`config.mk`:
```
export PLATFORM = sky130hd
export DESIGN_NAME = pc_gen_flat
export DESIGN_NICKNAME = d
export VERILOG_FILES = /design/src/rtl/pc_pkg.sv /design/src/rtl/pc_gen_if.sv /design/src/rtl/pc_target_calc.sv /design/src/rtl/pc_gen.sv /design/src/flat_wrapper.sv
export SDC_FILE = /design/constraint.sdc
export NUM_CORES = 1
export LEC_CHECK = 0
export BUFFER_PORTS_ARGS = -buffer_cell sky130_fd_sc_hd__buf_2
export CAP_MARGIN = 0
export CORE_MARGIN = 2
export CORE_UTILIZATION = 40
export CTS_CLUSTER_SIZE = 16
export DETAILED_ROUTE_END_ITERATION = 6
export HOLD_SLACK_MARGIN = 0.1
export PLACE_DENSITY = 0.66
export REMOVE_ABC_BUFFERS = 1
export SYNTH_ARGS = -nofsm -noshare
export SYNTH_HDL_FRONTEND = slang
export SYNTH_SLANG_ARGS = --single-unit
```
`constraint.sdc`:
```
create_clock -name clk -period 4 [get_ports clk]
set_clock_uncertainty 0.1 [all_clocks]
set_input_delay 0.8 -clock clk [delete_from_list [all_inputs] [get_ports clk]]
set_output_delay 0.8 -clock clk [all_outputs]
set_load 0.01 [all_outputs]
```
`src/rtl/pc_pkg.sv`:
```
// Shared types and constants for the next-PC generator.
package pc_pkg;

  typedef enum logic [1:0] {
    StBoot,
    StRun,
    StTrap
  } pc_state_e;

  localparam int unsigned INSN_BYTES = 4;

  localparam logic [6:0] OP_JAL    = 7'b1101111;
  localparam logic [6:0] OP_JALR   = 7'b1100111;
  localparam logic [6:0] OP_BRANCH = 7'b1100011;

endpackage

```
`src/rtl/pc_gen_if.sv`:
```
// Fetch/control bundle between pc_gen (master) and its environment (slave).
interface pc_gen_if #(
  parameter int unsigned XLEN  = 32,
  parameter int unsigned CNT_W = 32
);
  logic             pc_ready_i;
  logic             jump_i;
  logic             jalr_i;
  logic             branch_i;
  logic             bne_i;
  logic             zero_i;
  logic [XLEN-1:0]  jal_imm_i;
  logic [XLEN-1:0]  jalr_imm_i;
  logic [XLEN-1:0]  branch_imm_i;
  logic [XLEN-1:0]  rs1_data_i;
  logic             trap_ack_i;
  logic [XLEN-1:0]  trap_vec_i;
  logic [XLEN-1:0]  pc_o;
  logic             pc_valid_o;
  logic             misalign_o;
  logic [XLEN-1:0]  misalign_addr_o;
  logic [CNT_W-1:0] retire_cnt_o;

  modport master (
    input  pc_ready_i, jump_i, jalr_i, branch_i, bne_i, zero_i,
    input  jal_imm_i, jalr_imm_i, branch_imm_i, rs1_data_i, trap_ack_i, trap_vec_i,
    output pc_o, pc_valid_o, misalign_o, misalign_addr_o, retire_cnt_o
  );

  modport slave (
    output pc_ready_i, jump_i, jalr_i, branch_i, bne_i, zero_i,
    output jal_imm_i, jalr_imm_i, branch_imm_i, rs1_data_i, trap_ack_i, trap_vec_i,
    input  pc_o, pc_valid_o, misalign_o, misalign_addr_o, retire_cnt_o
  );
endinterface

```
`src/rtl/pc_target_calc.sv`:
```
// Combinational next-PC target select. With PC_MISALIGN_TRAP_EN the raw target and
// its misalignment flag are exposed; otherwise the low two bits are silently cleared.
module pc_target_calc
  import pc_pkg::*;
#(
  parameter int unsigned XLEN = 32
) (
  input  logic [XLEN-1:0] pc,
  input  logic            jump,
  input  logic            jalr,
  input  logic            branch,
  input  logic            bne,
  input  logic            zero,
  input  logic [XLEN-1:0] jal_imm,
  input  logic [XLEN-1:0] jalr_imm,
  input  logic [XLEN-1:0] branch_imm,
  input  logic [XLEN-1:0] rs1_data,
`ifdef PC_MISALIGN_TRAP_EN
  output logic            misalign,
`endif
  output logic [XLEN-1:0] target
);

  logic [XLEN-1:0] raw;

  always_comb begin
    raw = pc + XLEN'(INSN_BYTES);
    if (jump && jalr) begin
      raw = (rs1_data + jalr_imm) & ~XLEN'(1);
    end else if (jump) begin
      raw = pc + jal_imm;
    end else if (bne && !zero) begin
      raw = pc + branch_imm;
    end else if (branch && !bne && zero) begin
      raw = pc + branch_imm;
    end
  end

`ifdef PC_MISALIGN_TRAP_EN
  assign target   = raw;
  assign misalign = raw[1];
`else
  assign target = raw & ~XLEN'(3);
`endif

endmodule

```
`src/rtl/pc_gen.sv`:
```
// Next-PC generator: BOOT/RUN/TRAP FSM, PC register and retire counter.
// Optional misaligned-target trap enabled by defining PC_MISALIGN_TRAP_EN.
module pc_gen
  import pc_pkg::*;
#(
  parameter int unsigned     XLEN      = 32,
  parameter logic [XLEN-1:0] RESET_VEC = '0,
  parameter int unsigned     CNT_W     = 32
) (
  input logic      clk,
  input logic      rst,
  pc_gen_if.master bus
);

  pc_state_e        state_q;
  logic [XLEN-1:0]  pc_q;
  logic             valid_q;
  logic [CNT_W-1:0] cnt_q;
  logic [XLEN-1:0]  target;
  logic             fire;
`ifdef PC_MISALIGN_TRAP_EN
  logic             target_mis;
  logic             mis_q;
  logic [XLEN-1:0]  addr_q;
`endif

  // valid_q is only ever set in RUN, so it alone qualifies the handshake.
  assign fire = valid_q & bus.pc_ready_i;

  pc_target_calc #(
    .XLEN(XLEN)
  ) u_target_calc (
    .pc        (pc_q),
    .jump      (bus.jump_i),
    .jalr      (bus.jalr_i),
    .branch    (bus.branch_i),
    .bne       (bus.bne_i),
    .zero      (bus.zero_i),
    .jal_imm   (bus.jal_imm_i),
    .jalr_imm  (bus.jalr_imm_i),
    .branch_imm(bus.branch_imm_i),
    .rs1_data  (bus.rs1_data_i),
`ifdef PC_MISALIGN_TRAP_EN
    .misalign  (target_mis),
`endif
    .target    (target)
  );

  always_ff @(posedge clk) begin
    if (rst) begin
      state_q <= StBoot;
      pc_q    <= RESET_VEC;
      valid_q <= 1'b0;
      cnt_q   <= '0;
`ifdef PC_MISALIGN_TRAP_EN
      mis_q   <= 1'b0;
      addr_q  <= '0;
`endif
    end else begin
      case (state_q)
        StBoot: begin
          state_q <= StRun;
          valid_q <= 1'b1;
        end
        StRun: begin
          if (fire) begin
            cnt_q <= cnt_q + CNT_W'(1);
`ifdef PC_MISALIGN_TRAP_EN
            if (target_mis) begin
              state_q <= StTrap;
              valid_q <= 1'b0;
              mis_q   <= 1'b1;
              addr_q  <= target;
            end else begin
              pc_q <= target;
            end
`else
            pc_q <= target;
`endif
          end
        end
`ifdef PC_MISALIGN_TRAP_EN
        StTrap: begin
          if (bus.trap_ack_i) begin
            state_q <= StRun;
            valid_q <= 1'b1;
            mis_q   <= 1'b0;
            pc_q    <= bus.trap_vec_i & ~XLEN'(3);
          end
        end
`endif
        default: begin
          state_q <= StBoot;
          valid_q <= 1'b0;
        end
      endcase
    end
  end

  assign bus.pc_o         = pc_q;
  assign bus.pc_valid_o   = valid_q;
  assign bus.retire_cnt_o = cnt_q;
`ifdef PC_MISALIGN_TRAP_EN
  assign bus.misalign_o      = mis_q;
  assign bus.misalign_addr_o = addr_q;
`else
  assign bus.misalign_o      = 1'b0;
  assign bus.misalign_addr_o = '0;
`endif

endmodule

```
`src/flat_wrapper.sv`:
```
// flat-port wrapper written by rule: the top's interface ports become plain ports
module pc_gen_flat import pc_pkg::*;
#(
  parameter int unsigned     XLEN      = 32,
  parameter logic [XLEN-1:0] RESET_VEC = '0,
  parameter int unsigned     CNT_W     = 32
)
  (clk, rst, bus_pc_ready_i, bus_jump_i, bus_jalr_i, bus_branch_i, bus_bne_i, bus_zero_i, bus_jal_imm_i, bus_jalr_imm_i, bus_branch_imm_i, bus_rs1_data_i, bus_trap_ack_i, bus_trap_vec_i, bus_pc_o, bus_pc_valid_o, bus_misalign_o, bus_misalign_addr_o, bus_retire_cnt_o);
  pc_gen_if #(.XLEN(XLEN), .CNT_W(CNT_W)) bus_i ();
  input logic clk;
  input logic rst;
  input wire logic [$bits(bus_i.pc_ready_i)-1:0] bus_pc_ready_i;
  input wire logic [$bits(bus_i.jump_i)-1:0] bus_jump_i;
  input wire logic [$bits(bus_i.jalr_i)-1:0] bus_jalr_i;
  input wire logic [$bits(bus_i.branch_i)-1:0] bus_branch_i;
  input wire logic [$bits(bus_i.bne_i)-1:0] bus_bne_i;
  input wire logic [$bits(bus_i.zero_i)-1:0] bus_zero_i;
  input wire logic [$bits(bus_i.jal_imm_i)-1:0] bus_jal_imm_i;
  input wire logic [$bits(bus_i.jalr_imm_i)-1:0] bus_jalr_imm_i;
  input wire logic [$bits(bus_i.branch_imm_i)-1:0] bus_branch_imm_i;
  input wire logic [$bits(bus_i.rs1_data_i)-1:0] bus_rs1_data_i;
  input wire logic [$bits(bus_i.trap_ack_i)-1:0] bus_trap_ack_i;
  input wire logic [$bits(bus_i.trap_vec_i)-1:0] bus_trap_vec_i;
  output wire logic [$bits(bus_i.pc_o)-1:0] bus_pc_o;
  output wire logic [$bits(bus_i.pc_valid_o)-1:0] bus_pc_valid_o;
  output wire logic [$bits(bus_i.misalign_o)-1:0] bus_misalign_o;
  output wire logic [$bits(bus_i.misalign_addr_o)-1:0] bus_misalign_addr_o;
  output wire logic [$bits(bus_i.retire_cnt_o)-1:0] bus_retire_cnt_o;
  assign bus_i.pc_ready_i = bus_pc_ready_i;
  assign bus_i.jump_i = bus_jump_i;
  assign bus_i.jalr_i = bus_jalr_i;
  assign bus_i.branch_i = bus_branch_i;
  assign bus_i.bne_i = bus_bne_i;
  assign bus_i.zero_i = bus_zero_i;
  assign bus_i.jal_imm_i = bus_jal_imm_i;
  assign bus_i.jalr_imm_i = bus_jalr_imm_i;
  assign bus_i.branch_imm_i = bus_branch_imm_i;
  assign bus_i.rs1_data_i = bus_rs1_data_i;
  assign bus_i.trap_ack_i = bus_trap_ack_i;
  assign bus_i.trap_vec_i = bus_trap_vec_i;
  assign bus_pc_o = bus_i.pc_o;
  assign bus_pc_valid_o = bus_i.pc_valid_o;
  assign bus_misalign_o = bus_i.misalign_o;
  assign bus_misalign_addr_o = bus_i.misalign_addr_o;
  assign bus_retire_cnt_o = bus_i.retire_cnt_o;
  pc_gen #(.XLEN(XLEN), .RESET_VEC(RESET_VEC), .CNT_W(CNT_W)) u_core (.clk(clk), .rst(rst), .bus(bus_i));
endmodule
```
Word level (Yosys, flattened, before mapping)
Cells that the tools add are included.

cells by class
  add/subtract/negate cells = 5
  equal/unequal tests = 1
  muxes and demuxes = 6
  bitwise logic cells = 1
  reductions and logical operators = 8

operators by type and width
  cell                     number
  $mux W32                 4
  $add A32 B32 Y32         3
  $add A32 B1 Y32 const B  1
  $add A32 B3 Y32 const B  1
  $logic_and A1 B1 Y1      4
  $pmux W2 S2              1
  $eq A2 B1 Y1 const B     1
  $logic_not A1 Y1         2
  $logic_not A2 Y1         1
  $pmux W1 S2              1
  $reduce_and A2 Y1        1
  $and A1 B1 Y1            1

word-level totals
  register bits = 65
  input bits = 169
  word-level logic and storage cells = 25

Longest topological paths before layout
  depth after elaboration = 7
  depth in mapped cells = 12

Hierarchy
From an unflattened synthesis, not the netlist that was laid out.

unflattened totals
  cells, all modules = 1,143
  area total of the unflattened synthesis = 8,353.0 µm²

modules (own cells, without submodules)
  module          times used  cells each  area an instance (µm²)  seq. area each (µm²)
  pc_target_calc  1           790         5,406.4                 0.0
  pc_gen          1           353         2,946.6                 1,301.2

Worst setup path after synthesis
OpenSTA, ideal clock, no wires.

  path type = in2reg
  start = input bus_rs1_data_i[8]
  end = register u_core.pc_q[26] (netlist: u_core.bus.pc_o[26])
  library setup time = 74 ps
  arrival time = 3,266 ps
  required time = 3,826 ps
  setup slack = 559 ps
  stages on the path = 10
  path buffers = 0
  cell sequence = ha_1 > a21o_1 > a221oi_2 > a2bb2oi_2 > a21oi_1 > a311o_1 > a31o_1 > o21a_1 > or4_1 > a31oi_1

on the way
  longest elaborated chain between the ends = 2

RTL lines
  item                  line                  source
  start, declared       flat_wrapper.sv:21    input wire logic [$bits(bus_i.rs1_data_i)-1:0] bus_rs1_data_i;
  $add A32 B32 Y32      pc_target_calc.sv:29  raw = (rs1_data + jalr_imm) & ~XLEN'(1);
  $mux W32              pc_target_calc.sv:28  if (jump && jalr) begin
  end signal, assigned  pc_gen.sv:78          pc_q <= target;
  end, declared         pc_gen.sv:16          logic [XLEN-1:0] pc_q;

No other way between the ends.
A chain may end at the register's enable or synchronous reset.

Worst setup path after layout
Ends and elaborated chain as after synthesis.

==> impl_results.md <==
- Die area: roughly 21,000 µm²
- Clock buffer count from CTS: 9
- Filler Cells Inserted: around 2,000
- Startpoint Class: primary input
- Setup violations, final: 0
- Chip height: around 150 µm
- CP required: 4170 ps
- Power Density: approximately 270 nW/µm²
- First-pass GRT wire length: a little under 40 mm
- Post-layout util: between 40% and 50%
- Total GRT Usage: around 22%
- Main synth FF type: dfxtp_1
- Share of the clock period used by the worst path: approximately 88%
- Fin. max-slew vios: 0
- Share of cells above drive strength 1: 19.0%
- Synthesized area: 8060 µm²
- Lkg Pwr: approximately 4.3 nW
- Number of vias per cell: between 5 and 6
- P&R area growth vs syn: 18.6%
- Area of the multi-input gates: 6420 µm²
- Cells after Synth: between 1,000 and 1,500
- Post-CTS Setup Bufs: 0
- Hold_buf cts: 0
- Register area share after synthesis: between 15 and 20%
- Layout Nets: 1,547
- Max-Slew Margin vs Limit: a little over half
- Arrival time at the worst endpoint: approximately 3700 ps
- Number of synthesized register bits: 63
- Yosys Warn Count: 0
- Detail Route Antenna Nets: 0
- Hold Vio Cnt, Final: 0
- Crit path max fanout: 4
- Unrepaired setup endpoints after global routing: no
- Routed len/inst: between 15 and 20 µm
- Post-synth EDFFs: 0
- Post-CTS sizing: 0
- Initial Utilization: around two fifths
- Clk pin slew, worst setup/hold paths: ~60 ps
- Initial antenna violation count: 1
- Final std cells w/o fill: about 1,600
- Seq. cell area: 1260 µm²
- CTS Sinks: between 60 and 70
- Tmin final: about 3500 ps
- Die width: 146 µm
- GPL Wtd Cong: slightly above 0.9
- Dpl cells: about 1,500
- Longest Clk Path Bufs: 2
- CP Capture Type: flop
- DRC: 0
- H-tree levels: 3
- Async set-reset flop share out of synthesis: 0%
- Number of global-route vias before repair: slightly below 8,000
- Max cap viols: 0
- WS Path Type: primary input to flop
- Overflow after GRT: 0
- Peak supply drop: 227 µV
- F_max: 284 MHz
- Setup TNS: 0 ps
- Count of cell types in the netlist: slightly above 70
- Post-Syn Area per Cell: between 7 and 8 µm²
- Clock tree root driver cell: clkbuf_16
- DRT iter0 DRCs: between 500 and 600
- Placeable Area: slightly below 20,000 µm²
- Setup ws final: around 480 ps
- Vias post-DR: ~8,600
- HP Class: flop to flop
- Dpl ws: between 150 and 200 ps
- Clock Latency Late Sink: about 340 ps
- Post-Route WL: between 20 and 25 mm
- Post-DP HPWL: around 20 mm
- Buffers on Ports: 194
- Status: complete, no violations
- Slew @ Worst Pin: a little under 700 ps
- Largest net degree at the start of global routing: between 40 and 50
- CTS tree: built
- Rows: 51
- # IOs: between 200 and 300
- Drt first pass iters: 5
cell type report:
class	count	area share, %
clock inverter	7	1.07
antenna	1	0.0262
timing repair buffer	216	11.9
clock buffer	9	2.36
sequential	63	13.2
tap	265	3.47
inverter	21	0.825
multi-input combinational	975	67.2
cells in the final DEF (no fill, tap or decap), drive strengths merged, types with 7 or more instances in the layout:
master  netlist  routed
ha           90      90
xor2         59      59
nor3         33      33
and2          8       8
nand3        38      38
o211ai       21      21
and3         18      18
a211oi       26      26
and4          7       7
inv          21      24
o21a          8       8
buf          37     216
nor2b        13      13
nand4        22      22
nand2b       12      12
nor2        105     105
dfxtp        63      63
clkbuf       42       9
o21bai       15      15
a31oi        11      11
o21ai        71      71
a221oi        8       8
a21o         21      21
xnor2        57      57
nand2       103     103
a21oi       111     111
conb          1      35
flip-flops by register name (all words and copies together) (netlist names):
signal and flops:
u_core.bus.retire_cnt_o 32, u_core.bus.pc_o 30, u_core.bus.pc_valid_o 1
power breakdown:
group          internal (mW)  leakage [nW]  switching (mW)
Sequential             0.652         0.512          0.0510
Combinational          0.422          3.65           0.580
Clock                  0.553         0.157           0.312
cells in the mapped netlist, types with 22 or more instances:
cell      number  share of area (%)
a21oi_1      111                6.9
nor2_1       105                4.9
nand2_1      103                4.8
ha_1          90                 14
o21ai_0       70                4.3
dfxtp_1       63                 16
xor2_1        59                6.4
xnor2_1       57                6.2
clkbuf_1      42                2.0
nand3_1       38                2.4
buf_4         35                3.3
nor3_1        33                2.1
a211oi_1      25                2.3
nand4_1       22                1.7
metal layers:
metal	up-vias	track usage (%)	share of wire, %
met3	25	1.47	5.9
li1	4381	-	-
met5	-	0	0
met2	297	35.5	44
met4	0	6.57	1.9
met1	3923	32.2	48
cells by family after synthesis:
family / count (synthesis) / synth area share [%]
mux: 4 / 0.513
flops: 63 / 15.7
simple gates: 382 / 22.6
fa+ha+maj: 92 / 14.5
compound gates: 346 / 27.8
xor+xnor: 116 / 12.6
other cells: 1 / 0.0466
buf+inv: 100 / 6.29
worst max-delay path, cell delays in order:
cell       delay [ps]
buf_2             100
ha_1              340
a21o_1            190
a221oi_2          350
a2bb2oi_2         210
a21oi_1           110
a311o_1           420
a31o_1            290
o21a_1            200
or4_1             500
a31oi_1           170
metrics by stage:
| stage | cell area [µm²] | power, mW | hold slack [ps] |
|---|---|---|---|
| after floorplan | 7750 | 1.38 | 404 |
| after global placement | 9230 | 1.69 | 384 |
| after detailed placement | 9230 | 1.70 | 400 |
| after CTS | 9550 | 2.57 | 409 |
| after global routing | 9560 | 2.72 | 432 |
| final | 9560 | 2.57 | 403 |
path summary, 6_finish.rpt:
check	startpoint	to	slack [ps]	cells past startpoint
max	bus_rs1_data_i[8]	u_core.bus.pc_o[26]	480	11
min reg2reg	u_core.bus.retire_cnt_o[6]	u_core.bus.retire_cnt_o[6]	400	2
min	u_core.bus.retire_cnt_o[6]	u_core.bus.retire_cnt_o[6]	400	2
max reg2reg	u_core.bus.pc_o[2]	u_core.bus.pc_o[16]	570	12
No activity file was read; power rests on OpenSTA's default activity.
